<file path="src/rtl/keypad_scanner_if.sv">
// keypad_scanner_if
//   Groups the keypad pin signals and the decoder-facing outputs of the
//   keypad scanner into one bundle.
//   master : scanner side (drives row_drive/row/col/key_valid/key_held,
//            receives col_in)
//   slave  : pins + decoder side (drives col_in, observes the rest)
//   Signals:
//     col_in    [3:0] raw keypad columns, active-low, asynchronous
//     row_drive [3:0] keypad row drive, one-cold
//     row       [3:0] one-hot row of the held key, 0000 when none
//     col       [3:0] one-hot column of the held key, 0000 when none
//     key_valid       one-cycle strobe per accepted press (and repeat)
//     key_held        high from acceptance until release is accepted
interface keypad_scanner_if;
    logic [3:0] col_in;
    logic [3:0] row_drive;
    logic [3:0] row;
    logic [3:0] col;
    logic       key_valid;
    logic       key_held;

    modport master (
        input  col_in,
        output row_drive, row, col, key_valid, key_held
    );

    modport slave (
        output col_in,
        input  row_drive, row, col, key_valid, key_held
    );
endinterface

</file>
<file path="src/rtl/keypad_scanner.sv">
// keypad_scanner
//   Scans a 4x4 keypad one row at a time, samples the (synchronized,
//   inverted) columns on the last cycle of each row dwell, debounces the
//   result and presents a stable one-hot {row, col} pair plus a one-cycle
//   key_valid strobe per accepted press.
//   Ports:
//     clk    : single clock
//     rst_n  : asynchronous active-low reset
//     kp     : keypad_scanner_if.master (col_in in; row_drive, row, col,
//              key_valid, key_held out)
//   Optional feature macro: KEYPAD_AUTOREPEAT_EN
//     defined   -> key_valid repeats after REPEAT_DELAY matching samples,
//                  then every REPEAT_RATE matching samples while held
//     undefined -> exactly one key_valid per press, REPEAT_* ignored
module keypad_scanner #(
    parameter int SCAN_DIV     = 1000,
    parameter int DEBOUNCE     = 8,
    parameter int REPEAT_DELAY = 400,
    parameter int REPEAT_RATE  = 100
) (
    input  logic              clk,
    input  logic              rst_n,
    keypad_scanner_if.master  kp
);
    localparam int DIV_W = $clog2(SCAN_DIV);
    localparam int CNT_W = $clog2(DEBOUNCE + 1);

    typedef enum logic [1:0] {ST_SCAN, ST_DEBOUNCE, ST_HELD} state_t;

    logic [3:0]       col_s1, col_s2;
    logic [DIV_W-1:0] div_cnt;
    logic             tick;
    logic [3:0]       cols;
    logic             single;
    logic [3:0]       samp;

    state_t           state, state_n;
    logic [1:0]       idx, idx_n;
    logic [CNT_W-1:0] cnt, cnt_n;
    logic [3:0]       cand, cand_n;
    logic [3:0]       row_q, row_n;
    logic [3:0]       col_q, col_n;
    logic             valid_q, valid_n;
    logic             held_q, held_n;

`ifdef KEYPAD_AUTOREPEAT_EN
    localparam int REP_MAX = (REPEAT_DELAY > REPEAT_RATE) ? REPEAT_DELAY : REPEAT_RATE;
    localparam int REP_W   = $clog2(REP_MAX + 1);
    logic [REP_W-1:0] rep, rep_n;
    logic             rep_first, rep_first_n;
    logic [REP_W-1:0] rep_target;
`else
    // Repeat parameters are accepted for a uniform instantiation but have
    // no effect in this build.
    if (REPEAT_DELAY < 0 || REPEAT_RATE < 0) begin : g_repeat_unused
    end
`endif

    // Two-flop synchronizer and free-running dwell counter.
    always_ff @(posedge clk or negedge rst_n) begin
        if (!rst_n) begin
            col_s1  <= '0;
            col_s2  <= '0;
            div_cnt <= '0;
        end else begin
            col_s1  <= kp.col_in;
            col_s2  <= col_s1;
            div_cnt <= tick ? '0 : div_cnt + DIV_W'(1);
        end
    end

    assign tick   = (div_cnt == DIV_W'(SCAN_DIV - 1));
    assign cols   = ~col_s2;
    assign single = (cols != 4'b0000) && ((cols & (cols - 4'd1)) == 4'b0000);
    // Multi-key samples collapse to "none" so ghost patterns never match.
    assign samp   = single ? cols : 4'b0000;

    // State register.
    always_ff @(posedge clk or negedge rst_n) begin
        if (!rst_n) begin
            state   <= ST_SCAN;
            idx     <= '0;
            cnt     <= '0;
            cand    <= '0;
            row_q   <= '0;
            col_q   <= '0;
            valid_q <= 1'b0;
            held_q  <= 1'b0;
`ifdef KEYPAD_AUTOREPEAT_EN
            rep       <= '0;
            rep_first <= 1'b1;
`endif
        end else begin
            state   <= state_n;
            idx     <= idx_n;
            cnt     <= cnt_n;
            cand    <= cand_n;
            row_q   <= row_n;
            col_q   <= col_n;
            valid_q <= valid_n;
            held_q  <= held_n;
`ifdef KEYPAD_AUTOREPEAT_EN
            rep       <= rep_n;
            rep_first <= rep_first_n;
`endif
        end
    end

    // Next-state and output logic; everything moves only on a sample tick.
    always_comb begin
        state_n = state;
        idx_n   = idx;
        cnt_n   = cnt;
        cand_n  = cand;
        row_n   = row_q;
        col_n   = col_q;
        valid_n = 1'b0;
        held_n  = held_q;
`ifdef KEYPAD_AUTOREPEAT_EN
        rep_n       = rep;
        rep_first_n = rep_first;
        rep_target  = rep_first ? REP_W'(REPEAT_DELAY - 1) : REP_W'(REPEAT_RATE - 1);
`endif
        if (tick) begin
            case (state)
                ST_SCAN: begin
                    if (single) begin
                        // Row index freezes here until the key resolves.
                        cand_n  = cols;
                        cnt_n   = CNT_W'(1);
                        state_n = ST_DEBOUNCE;
                    end else begin
                        idx_n = idx + 2'd1;
                    end
                end
                ST_DEBOUNCE: begin
                    if (samp == cand) begin
                        if (cnt == CNT_W'(DEBOUNCE - 1)) begin
                            row_n   = 4'b0001 << idx;
                            col_n   = cand;
                            valid_n = 1'b1;
                            held_n  = 1'b1;
                            cnt_n   = '0;
                            cand_n  = '0;
                            state_n = ST_HELD;
`ifdef KEYPAD_AUTOREPEAT_EN
                            rep_n       = '0;
                            rep_first_n = 1'b1;
`endif
                        end else begin
                            cnt_n = cnt + CNT_W'(1);
                        end
                    end else begin
                        cand_n  = '0;
                        cnt_n   = '0;
                        idx_n   = idx + 2'd1;
                        state_n = ST_SCAN;
                    end
                end
                ST_HELD: begin
                    if (samp == col_q) begin
                        cnt_n = '0;
`ifdef KEYPAD_AUTOREPEAT_EN
                        if (rep == rep_target) begin
                            valid_n     = 1'b1;
                            rep_n       = '0;
                            rep_first_n = 1'b0;
                        end else begin
                            rep_n = rep + REP_W'(1);
                        end
`endif
                    end else begin
                        // Any other sample (none, other key, multi) counts
                        // toward release.
`ifdef KEYPAD_AUTOREPEAT_EN
                        rep_n       = '0;
                        rep_first_n = 1'b1;
`endif
                        if (cnt == CNT_W'(DEBOUNCE - 1)) begin
                            row_n   = '0;
                            col_n   = '0;
                            held_n  = 1'b0;
                            cnt_n   = '0;
                            idx_n   = idx + 2'd1;
                            state_n = ST_SCAN;
                        end else begin
                            cnt_n = cnt + CNT_W'(1);
                        end
                    end
                end
                default: begin
                    state_n = ST_SCAN;
                    cnt_n   = '0;
                    cand_n  = '0;
                end
            endcase
        end
    end

    assign kp.row_drive = ~(4'b0001 << idx);
    assign kp.row       = row_q;
    assign kp.col       = col_q;
    assign kp.key_valid = valid_q;
    assign kp.key_held  = held_q;
endmodule

</file>
<file path="src/flat_wrapper.sv">
// flat-port wrapper written by rule: the top's interface ports become plain ports
module keypad_scanner_flat 
#(
    parameter int SCAN_DIV     = 1000,
    parameter int DEBOUNCE     = 8,
    parameter int REPEAT_DELAY = 400,
    parameter int REPEAT_RATE  = 100
)
  (clk, rst_n, kp_col_in, kp_row_drive, kp_row, kp_col, kp_key_valid, kp_key_held);
  keypad_scanner_if kp_i ();
  input  logic clk;
  input  logic rst_n;
  input wire logic [$bits(kp_i.col_in)-1:0] kp_col_in;
  output wire logic [$bits(kp_i.row_drive)-1:0] kp_row_drive;
  output wire logic [$bits(kp_i.row)-1:0] kp_row;
  output wire logic [$bits(kp_i.col)-1:0] kp_col;
  output wire logic [$bits(kp_i.key_valid)-1:0] kp_key_valid;
  output wire logic [$bits(kp_i.key_held)-1:0] kp_key_held;
  assign kp_i.col_in = kp_col_in;
  assign kp_row_drive = kp_i.row_drive;
  assign kp_row = kp_i.row;
  assign kp_col = kp_i.col;
  assign kp_key_valid = kp_i.key_valid;
  assign kp_key_held = kp_i.key_held;
  keypad_scanner #(.SCAN_DIV(SCAN_DIV), .DEBOUNCE(DEBOUNCE), .REPEAT_DELAY(REPEAT_DELAY), .REPEAT_RATE(REPEAT_RATE)) u_core (.clk(clk), .rst_n(rst_n), .kp(kp_i));
endmodule
</file>
<file path="config.mk">
export PLATFORM = sky130hd
export DESIGN_NAME = keypad_scanner_flat
export DESIGN_NICKNAME = d
export VERILOG_FILES = /design/src/rtl/keypad_scanner_if.sv /design/src/rtl/keypad_scanner.sv /design/src/flat_wrapper.sv
export SDC_FILE = /design/constraint.sdc
export NUM_CORES = 1
export LEC_CHECK = 0
export CAP_MARGIN = 25
export CORE_MARGIN = 5
export CORE_UTILIZATION = 45
export CTS_BUF_LIST = sky130_fd_sc_hd__clkbuf_8
export DETAILED_ROUTE_END_ITERATION = 7
export DONT_BUFFER_PORTS = 1
export SLEW_MARGIN = 30
export SYNTH_ARGS = -nofsm -noshare
export SYNTH_HDL_FRONTEND = slang
export SYNTH_SLANG_ARGS = --single-unit
</file>
<file path="constraint.sdc">
create_clock -name clk -period 5.3 [get_ports clk]
set_input_delay 1.06 -clock clk [delete_from_list [all_inputs] [get_ports clk]]
set_output_delay 1.06 -clock clk [all_outputs]
set_load 0.05 [all_outputs]
</file>
### Yosys cells after proc, flatten, opt, wreduce, memory -nomap -nowiden

Index checks and enable logic that the tools add are counted.

| cells by class | value |
|---|---|
| $add $sub $neg | 4 |
| equal/unequal tests | 14 |
| bitwise logic cells | 4 |
| shift-type cells | 1 |
| muxes and demuxes | 38 |
| reductions and logical operators | 11 |

Operators by type and width:

| cell | count |
|---|---|
| $mux W4 | 13 |
| $pmux W4 S3 | 2 |
| $mux W2 | 9 |
| $pmux W4 S2 | 2 |
| $pmux W2 S3 | 2 |
| $reduce_and A6 Y1 | 2 |
| $add A10 B1 Y10 const B | 1 |
| $eq A10 B10 Y1 const B | 1 |
| $mux W10 | 1 |
| $eq A4 B4 Y1 | 2 |
| $mux W1 | 8 |
| $ne A2 B1 Y1 const B | 4 |
| $not A4 Y4 | 2 |
| $ne A2 B2 Y1 const B | 3 |
| $reduce_and A5 Y1 | 1 |
| $add A4 B1 Y4 const B | 1 |
| $and A4 B4 Y4 | 1 |
| $eq A4 B3 Y1 const B | 1 |
| $logic_not A4 Y1 | 1 |
| $reduce_and A4 Y1 | 1 |
| $reduce_bool A4 Y1 | 1 |
| $shl A1 B2 Y4 const A | 1 |
| $sub A4 B1 Y4 const B | 1 |
| $ne A3 B3 Y1 const B | 1 |
| other kinds (10) | 10 |

| word-level totals | value |
|---|---|
| register bits after elaboration | 40 |
| input bits | 6 |
| logic and storage cells | 83 |

### Depth between registers and ports, before layout

| depth | value |
|---|---|
| depth in word-level cells | 10 |
| gate-level depth with buffers | 8 |
| mapped depth without buffers | 7 |

### Worst setup path before layout

OpenSTA, ideal clock, no wires.

| path | value |
|---|---|
| path kind | reg-to-reg |
| start point | register u_core.col_q[1] (netlist: u_core.kp.col[1]) |
| end point | register u_core.col_q[0] (netlist: u_core.kp.col[0]) |
| slack | 3.090 ns |
| arrival time | 2.085 ns |
| cell stages (with the launch flop) | 8 |
| setup time | 0.125 ns |
| required time | 5.175 ns |
| path buffers | 1 |
| path through | dfrtp_1 > nor4bb_1 > o211a_1 > o32ai_1 > a21o_1 > and4b_1 > buf_6 > mux2_4 |

| on the way | value |
|---|---|
| cells in the longest elaborated chain, start to end | 3 |

Ends and longest elaborated chain:

| what | RTL line | source |
|---|---|---|
| start: declaration | keypad_scanner.sv:42 | `logic [3:0] col_q, col_n;` |
| start signal: assignment | keypad_scanner.sv:99 | `col_q <= col_n;` |
| $eq A4 B4 Y1 | keypad_scanner.sv:161 | `if (samp == col_q) begin` |
| $ne A2 B2 Y1 (no source line) | - |  |
| $reduce_and A6 Y1 (no source line) | - |  |

Every way passes these cells.
A chain may end at the register's enable or synchronous reset.

### Final worst setup path

| path | value |
|---|---|
| start point | register u_core.col_s2[2] |
| end point | register u_core.col_q[3] (netlist: u_core.kp.col[3]) |

| on the way | value |
|---|---|
| cells in the longest elaborated chain, start to end | 9 |
| elaborated cells on any way between the ends | 12 |
| those cells by class | add/sub: 1; eq/ne: 4; mux: 1; bitwise: 2; reduce/logical: 4 |

Ends and longest elaborated chain:

| what | RTL line | source |
|---|---|---|
| start: declaration | keypad_scanner.sv:30 | `logic [3:0] col_s1, col_s2;` |
| start signal: assignment | keypad_scanner.sv:67 | `col_s2 <= col_s1;` |
| $not A4 Y4 * | keypad_scanner.sv:73 | `assign cols = ~col_s2;` |
| $sub A4 B1 Y4 | keypad_scanner.sv:74 | `assign single = (cols != 4'b0000) && ((cols & (cols - 4'd1)) == 4'b0000);` |
| $and A4 B4 Y4 | keypad_scanner.sv:74 |  |
| $logic_not A4 Y1 | keypad_scanner.sv:74 |  |
| $logic_and A1 B1 Y1 | keypad_scanner.sv:74 |  |
| $mux W4 * | keypad_scanner.sv:76 | `assign samp = single ? cols : 4'b0000;` |
| $eq A4 B4 Y1, on equally long branches | keypad_scanner.sv:137, keypad_scanner.sv:161 |  |
| $ne A2 B1 Y1 (no source line) or $ne A2 B2 Y1 (tied branches) | - |  |
| $reduce_and A6 Y1 (no source line) * | - |  |

Mark *: on every way between the ends. The rest lies on a longest branch, timed or not.

==> metrics.md <==
| Metric | Value |
|---|---|
| Most used cell, CP | and4b_1 |
| Int Pwr | 0.000452 W |
| Leakage | 1.05 nW |
| Drt pass-1 iters | 4 |
| CTS Buf Count | 5 |
| Clock tree buffer depth | 2 |
| Most common cell after layout, fill and taps aside | dfrtp_1 |
| Register Area | 1000 um^2 |
| Post-route ant nets | 0 |
| Crit share post-route | 0.508 |
| # port buffers | 0 |
| CP required | 5.48 ns |
| Post-synth ARST share | 1.00 |
| Antenna diode count | 0 |
| Post-Synthesis Net Count | 207 |
| Die X | 78.7 um |
| Final instance area | 2250 um^2 |
| Multi-input gate area | 1020 um^2 |
| Max incr delay on CP | 0.58 ns |
| Post-Syn Area | 2120 um^2 |
| CP Depth | 6 |
| Worst Setup EP | u_core.kp.col[3]$_DFFE_PN0P_ |
| Commonest cells after routing, fill and taps aside | dfrtp_1 (40), nor2_1 (16), inv_1 (13) |
| DIE HEIGHT | 78.7 um |
| DRT iter0 DRCs | 78 |
| Clock share of power | 0.433 |
| Worst path buffer plus inverter count | 0 |
| Max Transition Viols Final | 0 |
| Final Net Count | 207 |
| DP Area | 2140 um^2 |
| Final wirelength | 3730 um |
| CTS sink count | 40 |
| Endpoints failing hold | 0 |
| Number of synthesized register bits | 40 |
| Critical path origin | u_core.col_s2[2]$_DFF_PN0_ |
| Worst-path cell chain | and4b_1 > and3b_1 > o32ai_1 > a21o_1 > and4b_1 > mux2_4 |
| Status | finished clean |
| Main flop type after synthesis | dfrtp_1 |
| FF-to-FF path depth | 6 |
| Clock tree from TritonCTS | built |
| Crit Path Max Fanout | 14 |
| Vias in the first global route | 1404 |
| Combinational power share | 0.016 |
| Sequential element share of the synthesized area | 0.471 |
| Max-slew headroom | 0.483 |
| Min Tclk post-route | 2.69 ns |
| Worst reg2reg startpoint | u_core.col_s2[2]$_DFF_PN0_ |
| Core box area | 4660 um^2 |
| Largest net degree at the start of global routing | 41 |
| Setup Total Neg Slack | 0 ns |
| Vias | 1394 |
| Synth-to-layout area growth | 5.77% |
| Clock Latency Late Sink | 0.29 ns |
| Critical path arrival | 2.88 ns |
| Layout cell share with drive strength beyond 1 | 0.115 |
| Initial Util | 0.456 |
| Worst Setup End Kind | flop |
| Switching share of power | 0.206 |
| Worst hold path type | reg -> reg |
| Overall Global Routing Usage | 0.132 |
| Filler Cell Count | 429 |
| Worst-margin pin slew | 0.769 ns |
| Crit-path leading delay family | simple AND/OR/NAND/NOR gates |
| Post-Syn Instances | 191 |
| CTS root buf | clkbuf_8 |
| Slowest cell on crit path | and4b_1 |
| Drt wl/cell | 15.2 um |
| Ys Warns | 0 |
| CP Launch Type | flop |
| Syn avg cell area | 11.1 um^2 |
| I/O pins | 20 |
| P_sw | 0.000117 W |
| H-tree levels | 2 |
| Post-synth EDFFs | 0 |
| Remaining DRCs | 0 |
| Gpl congestion | 0.845 |
| Pwr dens | 253 nW/um^2 |
| Post-synth cell types | 51 |
| Sequential share of power | 0.551 |
| First-pass GRT wire length | 6470 um |
| RSZ-0062 raised after global routing | no |
| Rows | 25 |
| Reg-to-Reg End | u_core.kp.col[3]$_DFFE_PN0P_ |
| Setup CP Type | reg -> reg |
| Worst R2R Setup Slack | 2.61 ns |
| HP Start | u_core.col_s1[2]$_DFF_PN0_ |
| Post-CTS setup buffer count | 0 |
| Antenna violations before repair | 0 |
| Hpwl dp | 2690 um |
| DR vias/cell | 5.67 |
| VDD IR-drop max | 0.000104 V |
| Die area | 6200 um^2 |
| Total gr overflow | 0 |
| Fmax | 0.371 GHz |
| CTS Hold Bufs | 0 |
| Max Clock Skew | 0.00516 ns |
| Post-CTS Resized | 0 |
| # setup viols final | 0 |
| Max Cap Viol | 0 |
| Clk slew on worst S/H paths | 0.08 ns |
==> power groups by stage <==
| stage | combinational, W | clock (W) | sequential [W] |
|---|---|---|---|
| 2_1_floorplan | 0.0000128 | 0 | 0.000316 |
| 3_3_place_gp | 0.00000894 | 0 | 0.000319 |
| 3_5_place_dp | 0.00000898 | 0 | 0.000320 |
| 4_1_cts | 0.00000906 | 0.000256 | 0.000314 |
| 5_1_grt | 0.0000103 | 0.000270 | 0.000315 |
| 6_report | 0.00000912 | 0.000246 | 0.000314 |
==> logic make-up (layout without fill, tap and decap cells) <==
logic type,Yosys count,count (layout),share of synthesized area
AND/OR/NAND/NOR,65,65,0.179
flip-flops,40,40,0.471
AO/OA/AOI/OAI,34,34,0.123
buffers and inverters,20,21,0.0495
XOR/XNOR,11,11,0.0453
multiplexers,11,11,0.0736
adder cells (fa/ha/maj),10,10,0.0589
==> registers in the layout, indices dropped and copies added, names as in the netlist <==
register	flops
u_core.div_cnt	10
u_core.cand	4
u_core.cnt	4
u_core.col_s1	4
u_core.col_s2	4
u_core.kp.col	4
u_core.kp.row	4
u_core.idx	2
u_core.state	2
u_core.kp.key_held	1
u_core.kp.key_valid	1
==> metrics by stage <==
step	hold WS (ns)	setup slack, ns	instances	power [W]	utilization
6_report	0.351	2.61	246	0.000569	0.482
5_1_grt	0.359	2.46	246	0.000595	0.482
3_5_place_dp	0.335	2.63	238	0.000329	0.458
2_1_floorplan	0.331	3.09	191	0.000329	-
4_1_cts	0.353	2.60	246	0.000579	0.482
3_3_place_gp	0.335	2.71	238	0.000328	0.458
==> how the worst min path moves through the flow <==
stage	cells after the start	end	slack, ns
floorplan	0	u_core.col_s2[0]$_DFF_PN0_	0.33
global placement	0	u_core.col_s2[0]$_DFF_PN0_	0.33
detailed placement	0	u_core.col_s2[1]$_DFF_PN0_	0.33
CTS	0	u_core.col_s2[1]$_DFF_PN0_	0.35
global route	0	u_core.col_s2[2]$_DFF_PN0_	0.36
finish	0	u_core.col_s2[2]$_DFF_PN0_	0.35
==> area by class of cell <==
type,instances,area share
clock inverters,3,0.0189
flip-flops and latches,40,0.445
inverters,13,0.0217
multi-input cells,131,0.453
clock buffers,5,0.0306
well taps,54,0.0301
==> worst register-to-register path, delay by kind of cell (launching register included) <==
kind / cells / cell delay [ns]
AND/OR/NAND/NOR: 3 / 1.07
flip-flops: 1 / 0.54
AO/OA/AOI/OAI: 2 / 0.63
multiplexers: 1 / 0.35
==> synth_stat cells, types with 2 or more instances <==
library cell,count,share of area
and3_1,3,0.0088
nor2b_1,8,0.024
dfrtp_1,40,0.47
nand2_1,9,0.016
o211a_1,2,0.0094
nor2_1,16,0.028
and3b_1,2,0.0082
o21ai_0,2,0.0047
o31ai_1,5,0.018
ha_1,10,0.059
and4b_1,3,0.014
buf_6,3,0.016
buf_2,2,0.0047
nand2b_1,2,0.0059
a22o_1,2,0.0082
xnor2_1,4,0.016
o211ai_1,4,0.014
a22oi_1,2,0.0071
xor2_1,7,0.029
mux2_4,9,0.064
nor3_1,3,0.0071
a31oi_1,3,0.0088
nor4bb_1,3,0.014
nand3_1,6,0.014
a21oi_1,3,0.0071
inv_1,13,0.023
==> routing by layer <==
metal | up-vias | wire (um) | track usage
li1 | 679 | - | -
met4 | 0 | 64 | 0.0559
met5 | - | 0 | 0
met2 | 21 | 1750 | 0.209
met3 | 8 | 182 | 0.0363
met1 | 686 | 1740 | 0.169
(Power assumes the default switching activity.)
